File: config.mk
export PLATFORM = sky130hd
export DESIGN_NAME = seq_divider
export DESIGN_NICKNAME = d
export VERILOG_FILES = /design/src/rtl/seq_divider.sv
export SDC_FILE = /design/constraint.sdc
export NUM_CORES = 1
export LEC_CHECK = 0
export BUFFER_PORTS_ARGS = -buffer_cell sky130_fd_sc_hd__buf_2
export CAP_MARGIN = 20
export CORE_AREA = 2 2 73 75
export CTS_CLUSTER_DIAMETER = 50
export DETAILED_ROUTE_END_ITERATION = 8
export DIE_AREA = 0 0 75 77
export PLACE_DENSITY_LB_ADDON = 0.08
export SYNTH_ARGS = -nofsm -noshare
export SYNTH_HDL_FRONTEND = slang
export SYNTH_SLANG_ARGS = --single-unit
File: constraint.sdc
create_clock -name clk -period 2.5 [get_ports clk]
set_clock_uncertainty 0.05 [all_clocks]
set_input_delay 0.625 -clock clk [delete_from_list [all_inputs] [get_ports clk]]
set_output_delay 0.625 -clock clk [all_outputs]
set_load 0.02 [all_outputs]
File: src/rtl/seq_divider.sv
// Sequential radix-2 restoring divider: one quotient bit per clock, WIDTH steps per divide.
// Define SEQ_DIVIDER_SIGNED_EN for two's-complement operands (magnitude core plus sign fix-up).
module seq_divider #(
    parameter int WIDTH = 8,
    parameter int CNT_W = $clog2(WIDTH + 1)
) (
    input  logic             clk,
    input  logic             rst,
    input  logic             start,
    input  logic [WIDTH-1:0] dividend,
    input  logic [WIDTH-1:0] divisor,
    output logic             busy,
    output logic             done,
    output logic [WIDTH-1:0] quotient,
    output logic [WIDTH-1:0] remainder,
    output logic             div_by_zero
);

    typedef enum logic [1:0] {
        IDLE = 2'd0,
        CALC = 2'd1,
        DONE = 2'd2
    } state_t;

    state_t           state;
    state_t           state_next;
    logic [CNT_W-1:0] cnt;
    logic [WIDTH-1:0] work_q;
    logic [WIDTH-1:0] work_r;
    logic [WIDTH-1:0] dsr;
    logic [WIDTH:0]   trial;
    logic [WIDTH-1:0] next_q;
    logic [WIDTH-1:0] next_r;
    logic [WIDTH-1:0] dvd_mag;
    logic [WIDTH-1:0] dsr_mag;
    logic             last_step;
    logic             divisor_zero;

`ifdef SEQ_DIVIDER_SIGNED_EN
    logic neg_q;
    logic neg_r;
    assign dvd_mag = dividend[WIDTH-1] ? (WIDTH'(0) - dividend) : dividend;
    assign dsr_mag = divisor[WIDTH-1]  ? (WIDTH'(0) - divisor)  : divisor;
`else
    assign dvd_mag = dividend;
    assign dsr_mag = divisor;
`endif

    assign divisor_zero = (divisor == '0);
    assign last_step    = (cnt == CNT_W'(WIDTH - 1));

    // R < divisor always holds, so bit WIDTH of the trial difference is a clean borrow flag.
    assign trial  = {work_r, work_q[WIDTH-1]} - {1'b0, dsr};
    assign next_q = {work_q[WIDTH-2:0], ~trial[WIDTH]};
    assign next_r = trial[WIDTH] ? {work_r[WIDTH-2:0], work_q[WIDTH-1]} : trial[WIDTH-1:0];

    assign busy = (state != IDLE);
    assign done = (state == DONE);

    always_ff @(posedge clk or posedge rst) begin
        if (rst) begin
            state <= IDLE;
        end else begin
            state <= state_next;
        end
    end

    always_comb begin
        state_next = state;
        case (state)
            IDLE: begin
                if (start) begin
                    state_next = divisor_zero ? DONE : CALC;
                end
            end
            CALC: begin
                if (last_step) begin
                    state_next = DONE;
                end
            end
            DONE:    state_next = IDLE;
            default: state_next = IDLE;
        endcase
    end

    always_ff @(posedge clk or posedge rst) begin
        if (rst) begin
            cnt         <= '0;
            work_q      <= '0;
            work_r      <= '0;
            dsr         <= '0;
            quotient    <= '0;
            remainder   <= '0;
            div_by_zero <= 1'b0;
`ifdef SEQ_DIVIDER_SIGNED_EN
            neg_q       <= 1'b0;
            neg_r       <= 1'b0;
`endif
        end else begin
            case (state)
                IDLE: begin
                    if (start) begin
                        cnt         <= '0;
                        work_r      <= '0;
                        work_q      <= dvd_mag;
                        dsr         <= dsr_mag;
                        div_by_zero <= divisor_zero;
`ifdef SEQ_DIVIDER_SIGNED_EN
                        neg_q       <= dividend[WIDTH-1] ^ divisor[WIDTH-1];
                        neg_r       <= dividend[WIDTH-1];
`endif
                        // Divide by zero finishes on the capture edge itself.
                        if (divisor_zero) begin
                            quotient  <= '1;
                            remainder <= dividend;
                        end
                    end
                end
                CALC: begin
                    work_q <= next_q;
                    work_r <= next_r;
                    cnt    <= cnt + CNT_W'(1);
                    if (last_step) begin
`ifdef SEQ_DIVIDER_SIGNED_EN
                        quotient  <= neg_q ? (WIDTH'(0) - next_q) : next_q;
                        remainder <= neg_r ? (WIDTH'(0) - next_r) : next_r;
`else
                        quotient  <= next_q;
                        remainder <= next_r;
`endif
                    end
                end
                default: begin
                end
            endcase
        end
    end

endmodule

# == Word level (Yosys, flattened, before mapping) ==
# Index checks and enable logic that the tools add are counted.
# op_classes
mux,19
eq_ne,6
addsub,2
n_reduce_logical,8
bitwise_logic,1
# op_table
operator,n
$mux W8,9
$pmux W8 S2,4
$sub A9 B8 Y9,1
$logic_not A8 Y1,1
$pmux W4 S2,1
$mux W2,3
$ne A2 B2 Y1 const B,3
$reduce_and A2 Y1,3
$add A4 B1 Y4 const B,1
$eq A4 B3 Y1 const B,1
$mux W4,1
$pmux W2 S2,1
$reduce_and A4 Y1,1
$reduce_bool A2 Y1,2
$eq A2 B1 Y1 const B,1
$eq A2 B2 Y1 const B,1
$logic_not A2 Y1,1
$not A1 Y1,1
# totals
reg_bits,47
elab_cells,44
inputBits,19
output_inout_bits,19

# == Logic depth before layout (Yosys ltp) ==
# Gate-level depths: netlist (run 1).
# depth
ltp_word,4
ltp_mapped,10
ltp_nobuf,10

# == Worst setup path before layout (run 1) ==
# No wires, ideal clock.
# synth_path
kind,register to register
startpoint,register work_q[7]
endpoint,register remainder[5]
path_buffers,0
period_less_slack_ns,2.430
path_stages_with_launch,11
required_time_ns,2.368
slack_ns,0.070
setup_ns,0.082
arrival_ns,2.298
path_cell_list,dfrtp_1 > inv_1 > ha_1 > inv_1 > fa_1 > a211oi_4 > nor3_2 > mux2i_2 > nor2_4 > or3_1 > a31oi_1
# synth_between
elab_chain_cells,4
# synth_rtl
item,line_no,source
start: declaration,28,logic [WIDTH-1:0] work_q;
start signal: assignment,105,work_q <= dvd_mag;
start signal: assignment,120,work_q <= next_q;
$sub A9 B8 Y9,53,"assign trial = {work_r, work_q[WIDTH-1]} - {1'b0, dsr};"
$mux W8,55,"assign next_r = trial[WIDTH] ? {work_r[WIDTH-2:0], work_q[WIDTH-1]} : trial[WIDTH-1:0];"
$mux W8,123,if (last_step) begin
$pmux W8 S2,100,case (state)
end signal: assignment,115,remainder <= dividend;
end signal: assignment,129,remainder <= next_r;
end: declaration,15,"output logic [WIDTH-1:0] remainder,"
# Every way passes these cells. The select of a mux whose other input is x is not followed.
# A chain may end at the register's enable or synchronous reset.

# == Final worst setup path (run 1) ==
# layout_path
startpoint,register work_q[7]
endpoint,register remainder[4]
# The elaborated chain is that of the path after synthesis.

==> results of run 1 <==
[logic make-up after synthesis]
logic type               count (synthesis)  synth area share
buffers and inverters                   25           0.03941
adder cells (fa/ha/maj)                 10           0.05356
flip-flops                              47            0.4750
AND/OR/NAND/NOR                        116            0.2107
multiplexers                             4           0.01819
XOR/XNOR                                 6           0.02122
AO/OA/AOI/OAI                           68            0.1819
[metrics by stage]
stage | utilization | setup WS, ns
4_1_cts | 0.5799 | 0.04301
3_3_place_gp | 0.5606 | 0.04466
2_1_floorplan | - | 0.07029
3_5_place_dp | 0.5606 | 0.004023
6_report | 0.5882 | 0.02077
5_1_grt | 0.5882 | -0.1067
[state kept, by name (all words and copies together), names as in the netlist]
signal	flops
quotient	8
work_r	8
state	2
div_by_zero	1
cnt	4
dsr	8
work_q	8
remainder	8
[area by class of cell]
type,instances,share of cell area
timing repair buffer,50,0.09658
inverter,13,0.01667
sequential,47,0.4017
clock buffer,5,0.02350
tap,70,0.02991
multi-input combinational,205,0.4252
clock inverter,3,0.006410
[final timing paths]
| kind | to | start | cells past startpoint |
|---|---|---|---|
| max in group asynchronous | work_r[6] | rst | 3 |
| min in group clk | dsr[0] | dsr[0] | 2 |
| hold / removal | div_by_zero | rst | 2 |
| setup / recovery | remainder[4] | work_q[7] | 10 |
| hold reg to reg | dsr[0] | dsr[0] | 2 |
| setup reg to reg | remainder[4] | work_q[7] | 10 |
[power groups by stage]
stage	clock network (mW)	registers, mW	logic, mW
2_1_floorplan	0	1.44	1.81
3_3_place_gp	0	1.37	2.58
3_5_place_dp	0	1.37	2.60
4_1_cts	0.479	1.36	2.65
5_1_grt	0.509	1.41	3.11
6_report	0.466	1.36	2.79
[layer usage]
layer | vias to the layer above | part of all wire | global-route usage
met5 | - | 0 | 0
met4 | 0 | 0.012 | 0.06429
met3 | 9 | 0.037 | 0.03811
met2 | 41 | 0.47 | 0.3482
met1 | 968 | 0.48 | 0.3149
li1 | 1047 | - | -
[synthesized netlist by cell type (all sizes together) (3+ instances only)]
library cell / count / area [sq um]
dfrtp: 47 / 1176
nand2b: 3 / 18.77
nand2: 50 / 187.7
clkbuf: 8 / 30.03
a31oi: 10 / 62.56
inv: 13 / 48.80
ha: 9 / 112.6
xor2: 5 / 43.79
o21ai: 12 / 60.05
mux2i: 3 / 33.78
a21oi: 20 / 103.9
nor2: 36 / 142.6
nand3: 7 / 35.03
nor3: 3 / 25.02
buf: 4 / 18.76
a211oi: 9 / 80.08
o21bai: 3 / 22.52
or2: 6 / 37.54
[repair_timing]
| item | in CTS | in global routing |
|---|---|---|
| pin swaps | 1 | 1 |
| endpoints found under the setup margin | 7 | 8 |
| setup buffers | 0 | 1 |
| cloned | 0 | 1 |
| resized for setup | 2 | 7 |
==> flow_summary.json, run 1 <==
{
  "io-pin-count": 38,
  "p_leak_nw": 1.334,
  "remaining_drc_errors": 0,
  "fin_cells": 393,
  "crit_chain": "inv_1, ha_2, inv_2, fa_2, a211oi_4, nor3_4, mux2i_4, nor2_4, mux2_2, a21oi_1",
  "tightest_slew_ns": 0.7212,
  "crit_type": "reg2reg",
  "clock_sinks": 47,
  "setup_violations": 0,
  "drv_slew": 0,
  "grt_pass1_vias": 2013,
  "ff_latch_area_sq_um": 1176,
  "ctsRootBufferMaster": "clkbuf_8",
  "switching_share": 0.4732,
  "die_x_um": 75,
  "drtIter0Drc": 113,
  "power_density_nw_per_um2": 1577,
  "yosysWarnings": 0,
  "syn_nets": 305,
  "htree_levels": 2,
  "n_fill_cell": 493,
  "gp_congestion": 0.8275,
  "crit_slowest_cell": "dfrtp_1",
  "ant_nets": 0,
  "ir_worst_vdd_uv": 629.7,
  "seqPwrFrac": 0.294,
  "clkPwrFrac": 0.101,
  "antenna_found_initial": 0,
  "synthArstFlopShare": 1.000,
  "mostFrequentLayoutCells": "nand2_1 (50), dfrtp_1 (47), buf_2 (37)",
  "r2r_setup_slack_ns": 0.02,
  "firstDrtPassIters": 4,
  "syn_inst": 276,
  "max_stage_delay_ns": 0.40,
  "grt_pass1_wl_mm": 9.777,
  "p_int_mw": 2.432,
  "viasPerCell": 5.254,
  "start_util": 0.4975,
  "antenna_cells": 0,
  "clk_pin_slew_worst_paths_ns": 0.10,
  "cp_max_fo": 5,
  "synth_area_sq_um": 2476,
  "cts_hold_buffers": 0,
  "combPwrFrac": 0.605,
  "arrival_ns": 2.66,
  "hold_viol": 0,
  "dpl_cell_area_sq_um": 2790,
  "cp_num_buf_inv": 2,
  "timing.setup.tns_ns": 0,
  "multiInputGateArea_sq_um": 1245,
  "insertion_delay_ns": 0.31,
  "grt_use_total": 0.2228,
  "power.switching_mw": 2.184,
  "worstSetupEndpointType": "flip-flop",
  "grt_max_degree": 26,
  "fin_crit_ns": 2.479,
  "drive_gt1_frac": 0.2384,
  "cts_buffers": 5,
  "status": "finished, final reports clean",
  "critPathLaunchType": "flip-flop",
  "dp_cells": 383,
  "max_freq_mhz": 403.4,
  "cpLargestDelayFamily": "multiplexers",
  "cts_tree": "built",
  "ys.flop_type": "dfrtp_1",
  "areaGrowthSynthToFinish_pct": 18.24,
  "slew_headroom": 0.5175,
  "nets": 351,
  "synth-seq-cells": 47,
  "vias": 2065,
  "maxCapViolCount": 0,
  "rsz0062_at_grt": "yes",
  "fin_hold_ws_ns": 0.2191,
  "synth_cell_types": 47,
  "synth_edf_count": 0,
  "die_h_um": 77,
  "io_buffers": 37,
  "avgSynthCellArea_sq_um": 8.971,
  "clock_path_buffers": 2,
  "ys_seq_area_frac": 0.4750,
  "core_area_sq_um": 4977,
  "totalWireLength_mm": 5.876,
  "hold_path.class": "in2async",
  "p_total_mw": 4.616,
  "required_ns": 2.68,
  "wl_per_cell_um": 14.95,
  "finalInstanceArea_sq_um": 2928,
  "final_common_cell": "nand2_1",
  "dp_hpwl_mm": 4.357,
  "dieArea_sq_um": 5775,
  "fin_crit_sh": 0.9917,
  "overflow": 0,
  "rows": 26
}
Power figures use the tool's default switching activity.
==> run 2: changes to the inputs <==
PLACE_DENSITY = 0.74   (was default)
PLACE_DENSITY_LB_ADDON = default   (was 0.08)
RECOVER_POWER = 25   (was default)
==> run 2 against run 1 <==
Against the previous run:
- utilization grew 0.53 points
- critical path depth is the same
- first-iteration DRC count grew 42%
- final area grew 0.90%
- sequential share of layout area shrank 0.36 points
- largest power group unchanged
==> flow_summary.json, run 2 (synthesis results as in run 1) <==
{
  "dp_hpwl_mm": 4.434,
  "start_util": 0.4975,
  "critPathLaunchType": "flip-flop",
  "gp_congestion": 0.8508,
  "ctsRootBufferMaster": "clkbuf_8",
  "drive_gt1_frac": 0.2353,
  "overflow": 0,
  "die_h_um": 77,
  "htree_levels": 2,
  "cts_buffers": 5,
  "maxCapViolCount": 0,
  "drtIter0Drc": 160,
  "crit_type": "reg2reg",
  "rsz0062_at_grt": "yes",
  "nets": 351,
  "fin_hold_ws_ns": 0.4214,
  "dp_slack_ns": -0.04841,
  "clk_pin_slew_worst_paths_ns": 0.10,
  "hold_viol": 0,
  "fin_crit_ns": 2.475,
  "totalWireLength_mm": 5.911,
  "rows": 26,
  "insertion_delay_ns": 0.30,
  "hold_path.class": "in2async",
  "remaining_drc_errors": 0,
  "slew_headroom": 0.4394,
  "dieArea_sq_um": 5775,
  "cts_tree": "built",
  "final_common_cell": "nand2_1",
  "drv_slew": 0,
  "antenna_found_initial": 0,
  "timing.setup.tns_ns": 0,
  "die_x_um": 75,
  "io_buffers": 37,
  "tightest_slew_ns": 0.8400,
  "firstDrtPassIters": 4,
  "status": "finished, final reports clean",
  "grt_pass1_vias": 2140,
  "arrival_ns": 2.62,
  "grt_use_total": 0.2207,
  "power_density_nw_per_um2": 1614,
  "worstSetupEndpointType": "flip-flop",
  "fin_crit_sh": 0.9900,
  "areaGrowthSynthToFinish_pct": 19.30,
  "required_ns": 2.64,
  "layout_setup_ws_ns": 0.02499,
  "vias": 2135,
  "grt_max_degree": 26,
  "core_area_sq_um": 4977,
  "wl_per_cell_um": 15.04,
  "cp_max_fo": 5,
  "p_leak_nw": 1.351,
  "grt_pass1_wl_mm": 9.963,
  "clock_path_buffers": 2,
  "max_freq_mhz": 404.0,
  "ant_nets": 0,
  "setup_violations": 0,
  "clock_sinks": 47,
  "ir_worst_vdd_uv": 813.7,
  "io-pin-count": 38,
  "viasPerCell": 5.433,
  "mostFrequentLayoutCells": "nand2_1 (50), dfrtp_1 (47), buf_2 (37)",
  "antenna_cells": 0
}
run 2: metrics by stage:
stage                     cells  area [sq um]  utilization  power, mW
after floorplan             276          2476            -      3.250
after global placement      382          2795       0.5616      3.908
after detailed placement    382          2795       0.5616      3.984
after CTS                   390          2914       0.5855      4.569
after global routing        393          2954       0.5935      5.171
final                       393          2954       0.5935      4.768
run 2: timing repair:
action / 4_1_cts / 5_1_grt
setup buffers: 0 / 2
pin swaps: 0 / 2
cloned: 0 / 1
resized for setup: 1 / 8
endpoints found under the setup margin: 5 / 9
hold buffers: 0 / 0
run 2: final timing paths:
path | startpoint | endpoint | slack [ns] | cells past startpoint
setup / recovery | work_q[7] | remainder[2] | 0.02 | 10
hold reg to reg | dsr[0] | dsr[0] | 0.45 | 2
min in group clk | dsr[0] | dsr[0] | 0.45 | 2
hold / removal | rst | quotient[1] | 0.42 | 2
setup reg to reg | work_q[7] | remainder[2] | 0.02 | 10
max in group asynchronous | rst | cnt[0] | 0.87 | 3
run 2: layer usage:
metal,share of wire,global-route usage,vias to the layer above
met5,0,0,-
met4,0.017,0.07500,0
met3,0.048,0.03679,10
met2,0.47,0.3386,68
met1,0.47,0.3135,1007
li1,-,-,1050
run 2: layout make-up:
class,count,area (sq um)
Fill cell,423,2023
Multi-Input combinational cell,205,1245
Sequential cell,47,1176
Timing Repair Buffer,50,280.3
Tap cell,70,87.58
Clock buffer,5,68.82
Inverter,13,48.80
Clock inverter,3,47.55
run 2: power by group:
part,total [mW],internal (mW),switching (mW)
Clock,0.580,0.303,0.277
Combinational,2.81,1.14,1.67
Sequential,1.37,1.12,0.250
run 2: worst max-delay path: stages (launching register included):
cell	delay, ns
dfrtp_1	0.41
inv_1	0.07
ha_2	0.18
inv_2	0.04
fa_2	0.36
a211oi_4	0.27
nor3_4	0.09
mux2i_4	0.23
nor2_2	0.25
mux2i_1	0.13
o32a_1	0.30
==> run 3: changes to the inputs <==
CORE_AREA = 2 2 70 72   (was 2 2 73 75)
DIE_AREA = 0 0 72 74   (was 0 0 75 77)
PLACE_DENSITY = 0.77   (was 0.74)
clock period = 2.3 ns   (was 2.5 ns; I/O delays follow)
==> run 3 against run 2 <==
Against the previous run:
- the run now ends with negative setup slack left
- largest power group unchanged
- critical path type unchanged
- via count rose by 3.6%
- highest routed layer unchanged
- hold slack got worse by 0.24 ns
- final area grew 2.5%
- sequential power is 9% higher
- non-clock buffer count is 14 higher
- register-to-register slack worse by 0.16 ns
- clock power fell by 9.1%
- critical endpoint is now remainder[7]
==> flow_summary.json, run 3 (synthesis results as in run 1) <==
{
  "firstDrtPassIters": 4,
  "ctsRootBufferMaster": "clkbuf_8",
  "nets": 364,
  "required_ns": 2.45,
  "drive_gt1_frac": 0.2716,
  "routed.top_layer": "met4",
  "areaGrowthSynthToFinish_pct": 22.23,
  "cpLargestDelayFamily": "compound AO/OA/AOI/OAI gates",
  "clock_sinks": 47,
  "cp_max_fo": 4,
  "cp_num_buf_inv": 3,
  "core_area_sq_um": 4598,
  "utilization": 0.6582,
  "wl_met2_mm": 2.899,
  "insertion_delay_ns": 0.30,
  "clk_pin_slew_worst_paths_ns": 0.09,
  "clock_path_buffers": 2,
  "remaining_drc_errors": 0,
  "drv_slew": 0,
  "worstSetupEndpointType": "flip-flop",
  "start_util": 0.5385,
  "slew_headroom": 0.3593,
  "max_freq_mhz": 411.2,
  "grt_use_total": 0.2407,
  "violations": "negative setup slack",
  "clkPwrFrac": 0.096,
  "crit_chain": "inv_1, ha_2, inv_2, fa_2, a211oi_4, nor3_2, mux2i_2, buf_4, nor3_4, a211o_1, o22a_1",
  "vias": 2211,
  "finalInstanceArea_sq_um": 3027,
  "mostFrequentLayoutCells": "nand2_1 (50), dfrtp_1 (47), buf_2 (37)",
  "cts_hold_buffers": 0,
  "drt-met1-wl_mm": 2.716,
  "n_fill_cell": 366,
  "dp_hpwl_mm": 4.343,
  "io-pin-count": 38,
  "dpl_cell_area_sq_um": 2833,
  "cts_tree": "built",
  "switching_share": 0.4505,
  "ir_worst_vdd_uv": 794.1,
  "overflow": 0,
  "dp_cells": 375,
  "totalWireLength_mm": 6.057,
  "power.switching_mw": 2.477,
  "die_h_um": 74,
  "multiInputGateArea_sq_um": 1244,
  "route.met3.wl_um": 296,
  "power_density_nw_per_um2": 1816,
  "ff_latch_area_sq_um": 1176,
  "final_common_cell": "nand2_1",
  "fin_cells": 389,
  "grt_max_degree": 26,
  "htree_levels": 2,
  "ant_nets": 0,
  "drtIter0Drc": 200,
  "tightest_slew_ns": 0.9610,
  "fin_crit_ns": 2.432,
  "fin_crit_sh": 1.057,
  "p_int_mw": 3.021,
  "cts_buffers": 5,
  "io_buffers": 37,
  "hold_viol": 0,
  "maxCapViolCount": 0,
  "grt_pass1_vias": 2026,
  "die_x_um": 72,
  "layout_setup_ws_ns": -0.1321,
  "hold_path.class": "in2async",
  "dieArea_sq_um": 5328,
  "combPwrFrac": 0.634,
  "wl_per_cell_um": 15.57,
  "crit_slowest_cell": "dfrtp_1",
  "critPathLaunchType": "flip-flop",
  "status": "finished, violations left",
  "rsz0062_at_grt": "yes",
  "antenna_found_initial": 0,
  "setup_violations": 13,
  "viasPerCell": 5.684,
  "p_leak_nw": 1.404,
  "crit_type": "reg2reg",
  "arrival_ns": 2.58,
  "grt_pass1_wl_mm": 9.804,
  "antenna_cells": 0,
  "seqPwrFrac": 0.270,
  "rows": 25,
  "gp_congestion": 0.8772,
  "dp_slack_ns": -0.1538,
  "fin_hold_ws_ns": 0.1855,
  "max_stage_delay_ns": 0.39
}
[run 3: timing repair]
action                                  in CTS  in global routing
pin swaps                                   11                  1
buffers inserted                             7                  0
endpoints found under the setup margin      15                 17
resized for setup                           11                  5
[run 3: worst reg2reg max path: stages, from the launching register on]
cell	delay, ns
dfrtp_1	0.39
inv_1	0.06
ha_2	0.17
inv_2	0.04
fa_2	0.36
a211oi_4	0.23
nor3_2	0.09
mux2i_2	0.26
buf_4	0.18
nor3_4	0.05
a211o_1	0.30
o22a_1	0.16
[run 3: area by class of cell]
class / instances / area share
clock buffers: 6 / 0.02728
clock inverters: 1 / 0.002894
inverters: 13 / 0.01612
multi-input cells: 204 / 0.4109
flip-flops and latches: 47 / 0.3886
well taps: 54 / 0.02232
repair buffers: 64 / 0.1319
[run 3: path summary, 6_finish.rpt]
path	startpoint	end	slack, ns	depth (start not counted)
min	rst	cnt[3]	0.19	2
max reg2reg	work_q[7]	remainder[7]	-0.13	11
max	work_q[7]	remainder[7]	-0.13	11
max in group asynchronous	rst	work_r[5]	0.81	3
min reg2reg	div_by_zero	div_by_zero	0.44	2
min in group clk	divisor[0]	dsr[0]	0.44	3
[run 3: routing by layer]
metal,track usage,vias up
met4,0.09434,0
met3,0.05285,15
met2,0.3879,70
met1,0.3218,1055
met5,0,-
li1,-,1071
[run 3: power by group through the flow]
stage	combinational, mW	clock, mW	sequential, mW
after floorplan	1.97	0	1.57
after global placement	2.92	0	1.47
after detailed placement	2.96	0	1.49
after CTS	3.32	0.533	1.47
after global routing	3.84	0.562	1.53
final	3.48	0.527	1.49
[run 3: metrics by stage]
step,setup TNS (ns),power (mW)
after floorplan,-0.4017,3.539
after global placement,-0.5229,4.394
after detailed placement,-1.175,4.445
after CTS,-0.8043,5.329
after global routing,-2.798,5.928
final,-1.012,5.497
